### src/rtl/sparse_encoder.sv
// Dense-to-sparse (COO) encoder: drops zero pixels of one DIM x DIM raster frame and
// packs the non-zero (value, col, row) entries into wide slot buses for the PE.
module sparse_encoder #(
  parameter int col_length         = 8,
  parameter int word_length        = 8,
  parameter int double_word_length = 16,
  parameter int image_size         = 7,
  parameter int depth              = 52,
  parameter int group              = 4
) (
  input  logic                            clk,
  input  logic                            rst,
  input  logic                            pix_valid,
  input  logic [word_length-1:0]          pix_in,
  output logic                            pix_ready,
  output logic                            out_valid,
  output logic [double_word_length-1:0]   valid_num,
  output logic [depth*word_length-1:0]    value_bus,
  output logic [depth*col_length-1:0]     cols_bus,
  output logic [depth*col_length-1:0]     rows_bus
);

  localparam int NW = $clog2(depth + 1);
  localparam logic [col_length-1:0] LAST_COORD = col_length'(image_size - 1);

  typedef enum logic {COLLECT, DONE} state_t;

  state_t                  state_q, state_d;
  logic [col_length-1:0]   col_q, row_q;
  logic [NW-1:0]           nnz_q, nnz_d, wr_idx;
  logic                    accept, first_pix, last_pix, nonzero;
  logic [double_word_length-1:0] vn_calc;

  logic [word_length-1:0]  val_slot [depth];
  logic [col_length-1:0]   col_slot [depth];
  logic [col_length-1:0]   row_slot [depth];

  always_comb begin
    state_d   = state_q;
    pix_ready = 1'b0;
    out_valid = 1'b0;
    case (state_q)
      COLLECT: begin
        pix_ready = 1'b1;
        if (pix_valid && last_pix) state_d = DONE;
      end
      DONE: begin
        out_valid = 1'b1;
        state_d   = COLLECT;
      end
      default: state_d = COLLECT;
    endcase
  end

  assign accept    = pix_valid && pix_ready;
  assign first_pix = (col_q == '0) && (row_q == '0);
  assign last_pix  = (col_q == LAST_COORD) && (row_q == LAST_COORD);
  assign nonzero   = |pix_in;

  // Pixel (0,0) restarts the packing at slot 0, so its write index ignores the old count.
  assign wr_idx  = first_pix ? '0 : nnz_q;
  assign nnz_d   = accept ? (wr_idx + NW'(nonzero)) : nnz_q;
  assign vn_calc = double_word_length'((32'(nnz_d) + 32'(group) - 32'd1) / 32'(group));

  always_ff @(posedge clk or negedge rst) begin
    if (!rst) begin
      state_q   <= COLLECT;
      col_q     <= '0;
      row_q     <= '0;
      nnz_q     <= '0;
      valid_num <= '0;
      for (int unsigned k = 0; k < depth; k++) begin
        val_slot[k] <= '0;
        col_slot[k] <= '0;
        row_slot[k] <= '0;
      end
    end else begin
      state_q <= state_d;
      nnz_q   <= nnz_d;
      if (accept) begin
        if (col_q == LAST_COORD) begin
          col_q <= '0;
          row_q <= (row_q == LAST_COORD) ? '0 : row_q + col_length'(1);
        end else begin
          col_q <= col_q + col_length'(1);
        end
        // Clear and write share the edge; the later write wins for slot 0.
        for (int unsigned k = 0; k < depth; k++) begin
          if (first_pix) begin
            val_slot[k] <= '0;
            col_slot[k] <= '0;
            row_slot[k] <= '0;
          end
          if (nonzero && (NW'(k) == wr_idx)) begin
            val_slot[k] <= pix_in;
            col_slot[k] <= col_q;
            row_slot[k] <= row_q;
          end
        end
        if (last_pix) valid_num <= vn_calc;
      end
    end
  end

  always_comb begin
    value_bus = '0;
    cols_bus  = '0;
    rows_bus  = '0;
    for (int unsigned k = 0; k < depth; k++) begin
      value_bus[k*word_length +: word_length] = val_slot[k];
      cols_bus[k*col_length +: col_length]    = col_slot[k];
      rows_bus[k*col_length +: col_length]    = row_slot[k];
    end
  end

endmodule

### config.mk
export PLATFORM = sky130hd
export DESIGN_NAME = sparse_encoder
export DESIGN_NICKNAME = d
export VERILOG_FILES = /design/src/rtl/sparse_encoder.sv
export SDC_FILE = /design/constraint.sdc
export NUM_CORES = 1
export LEC_CHECK = 0
export ABC_AREA = 1
export BUFFER_PORTS_ARGS = -buffer_cell sky130_fd_sc_hd__buf_4
export CORE_AREA = 4 4 492 494
export DETAILED_ROUTE_END_ITERATION = 12
export DIE_AREA = 0 0 496 498
export GPL_TIMING_DRIVEN = 1
export PLACE_DENSITY = 0.35
export SLEW_MARGIN = 20
export SYNTH_ARGS = -nofsm -noshare
export SYNTH_HDL_FRONTEND = slang
export SYNTH_SLANG_ARGS = --single-unit
export TNS_END_PERCENT = 30
### constraint.sdc
create_clock -name clk -period 3.2 [get_ports clk]
set_input_delay 0.32 -clock clk [delete_from_list [all_inputs] [get_ports clk]]
set_output_delay 0.32 -clock clk [all_outputs]
set_load 0.1 [all_outputs]
==> flow_summary.json <==
{
  "fin_setup_tns_ns": 0,
  "port_buffers": 1265,
  "dp_hpwl_mm": 171,
  "worstReg2RegEnd": "cols_bus[372]",
  "drt_iter0_drc": 3082,
  "drive_gt1_share_pct": 31.2,
  "endpoint": "cols_bus[372]",
  "rrSetupSlack_ns": 0.25,
  "syn2layout_area_growth_pct": 38.1,
  "relSlewSlack_pct": 31.1,
  "num_rows": 179,
  "worst_setup_path_start_kind": "flop",
  "synth.distinct_cells": 34,
  "drv_cap": 0,
  "yosys-top-cells-area": "dfrtp_1 66%, nand3_1 13%, o21ai_0 10%",
  "cts_sinks": 1276,
  "remaining_drc_errors": 0,
  "routed_wl_mm": 261,
  "worstSetupEndpointType": "flop",
  "die_y_microns": 498,
  "worst_ep_required_time_ns": 3.83,
  "ys_seq_area_share_pct": 65.6,
  "tightest_slew_ns": 1.03,
  "crit_fanout": 48,
  "die_w_microns": 496,
  "hold_path_class": "primary input to async pin",
  "fillers": 25028,
  "period_minus_slack_ns": 2.95,
  "fin_skew_ns": 0.0338,
  "outcome": "completed",
  "track_usage_pct": 20.5,
  "max_freq_ghz": 0.339,
  "critPathArrivalTime_ns": 3.57,
  "slew_violations": 0,
  "cts_tree": "built",
  "viasPerCell": 4.50,
  "numCtsBuffers": 161,
  "h-tree-depth": 4,
  "hold_viol_final": 0,
  "cpPeakStageDelay_ns": 0.49,
  "rsz0062_at_grt": "no",
  "grt_pass1_wl_mm": 355,
  "core_sq_mm": 0.237,
  "dieArea_sq_mm": 0.247,
  "clock-root-buffer": "clkbuf_16",
  "grt_overflow": 0,
  "initial_utilization_pct": 20.5,
  "syn_area_sq_mm": 0.0486,
  "clock_path_buffers": 3,
  "final_common_cell": "buf_4",
  "gp_congestion": 0.762,
  "syn_inst": 4579,
  "critPathLaunch": "row_q[1]",
  "syn_area_per_cell_sq_um": 10.6,
  "clk_latency_ns": 0.80,
  "final_cell_mix": "1378 x buf_4, 1276 x dfrtp_1, 1266 x nand3_1",
  "synth-edff-count": 0,
  "crit_type": "flop to flop",
  "regToRegStartpoint": "row_q[1]",
  "netlist.area_leader.share_pct": 65.6,
  "layout.nets": 5687,
  "rr_worst_depth": 12,
  "yosysWarnings": 0,
  "critical_path.cell_chain": "inv_4 > ha_1 > nand3_1 > nor2_1 > nand2_2 > nand2_1 > nand3_4 > nor2_2 > nand2_2 > buf_12 > nand3_1 > o21ai_0",
  "antenna_left": 0,
  "grt_pass1_vias": 40271,
  "cp_slowest_cell": "nor2_2",
  "cts.clk_slew.worst_paths_ns": 0.06,
  "ios": 1277,
  "wl_per_cell_microns": 29.1,
  "antenna_found_initial": 23,
  "synth-async-reset-ratio_pct": 100,
  "fin_crit_sh_pct": 92.1,
  "grt_start_max_net_pins": 106,
  "firstDrtPassIters": 7,
  "synth.largest_area_cell": "dfrtp_1",
  "synth_ff_type": "dfrtp_1",
  "via_count": 40356,
  "setup_viol": 0,
  "ys_ff_latch": 1276
}
-- cells in the mapped netlist (3+ instances only) --
cell / n
nand3_1: 1274
nor2_4: 10
nand2_1: 85
nand4_1: 4
inv_2: 14
inv_1: 32
buf_1: 15
buf_4: 35
xor2_1: 9
dfrtp_1: 1276
nand2_2: 12
o21ai_1: 261
nor3_1: 5
clkinv_1: 6
nor2_2: 3
nand3_4: 3
o21ai_0: 998
buf_2: 62
buf_6: 78
clkbuf_1: 347
nor2_1: 29
ha_1: 6
-- logic make-up after synthesis --
kind of cell	after synthesis	share of synthesized area (%)
flops	1276	65.6
xor+xnor	9	0.162
fa+ha+maj	6	0.154
other cells	1	0.00771
simple gates	1435	14.8
compound gates	1263	13.0
buf+inv	589	6.18
-- area by class of cell --
| class | count | area, sq um | share of cell area (%) |
|---|---|---|---|
| sequential | 1276 | 31900 | 47.5 |
| multi-input combinational | 2724 | 13900 | 20.7 |
| clock buffer | 246 | 4770 | 7.10 |
| antenna | 10 | 25.0 | 0.0372 |
| timing repair buffer | 1455 | 11900 | 17.7 |
| tap | 3167 | 3960 | 5.90 |
| inverter | 52 | 254 | 0.378 |
| clock inverter | 40 | 490 | 0.730 |
-- routing by layer --
metal	global-route usage, %	wire (microns)	up-vias
met5	0	0	-
met1	25.6	107000	20265
met4	7.42	9630	0
met2	32.1	119000	1522
li1	-	-	18249
met3	7.65	25600	320
-- per-stage QoR --
step	instances	setup WS, ns	util, %	instance area [sq um]	hold WS [ns]
finish	8970	0.252	28.3	67200	0.108
global route	8961	0.0389	28.3	67200	0.0687
CTS	8956	0.214	28.3	67100	0.0405
detailed placement	8669	0.252	26.1	61900	0.328
global placement	8669	0.247	26.1	61900	0.324
floorplan	4589	0.244	-	48700	0.0244
-- state kept, by name, indices dropped and copies added (netlist names) --
| register | cells |
|---|---|
| row_q | 8 |
| rows_bus | 416 |
| valid_num | 5 |
| nnz_q | 6 |
| cols_bus | 416 |
| col_q | 8 |
| state_q | 1 |
| value_bus | 416 |
-- worst max-delay path, delay by kind of cell (launching register included) --
family / cells / cell delay [ns]
adders and majority gates: 1 / 0.19
buffers and inverters: 2 / 0.29
and+or+nand+nor: 8 / 1.72
DFF: 1 / 0.43
AOI/OAI and AO/OA: 1 / 0.08
-- worst min path at each step --
| stage | startpoint | depth (start not counted) | slack (ns) | end |
|---|---|---|---|---|
| 2_1_floorplan | rst | 0 | 0.02 | col_q[0] |
| 3_3_place_gp | rst | 1 | 0.32 | value_bus[242] |
| 3_5_place_dp | rst | 1 | 0.33 | value_bus[242] |
| 4_1_cts | pix_in[1] | 4 | 0.04 | value_bus[145] |
| 5_1_grt | pix_in[1] | 4 | 0.07 | value_bus[145] |
| 6_report | rst | 2 | 0.11 | value_bus[243] |
-- repair_timing --
item	4_1_cts	5_1_grt
buffers inserted	0	4
endpoints found under the hold margin	232	0
hold buffers	1	0
resized for setup	0	0
endpoints found under the setup margin	0	1
Power is left out: the tool's default activity adds up to more than one toggle a clock period on the data nets, which glitch-free logic cannot reach.
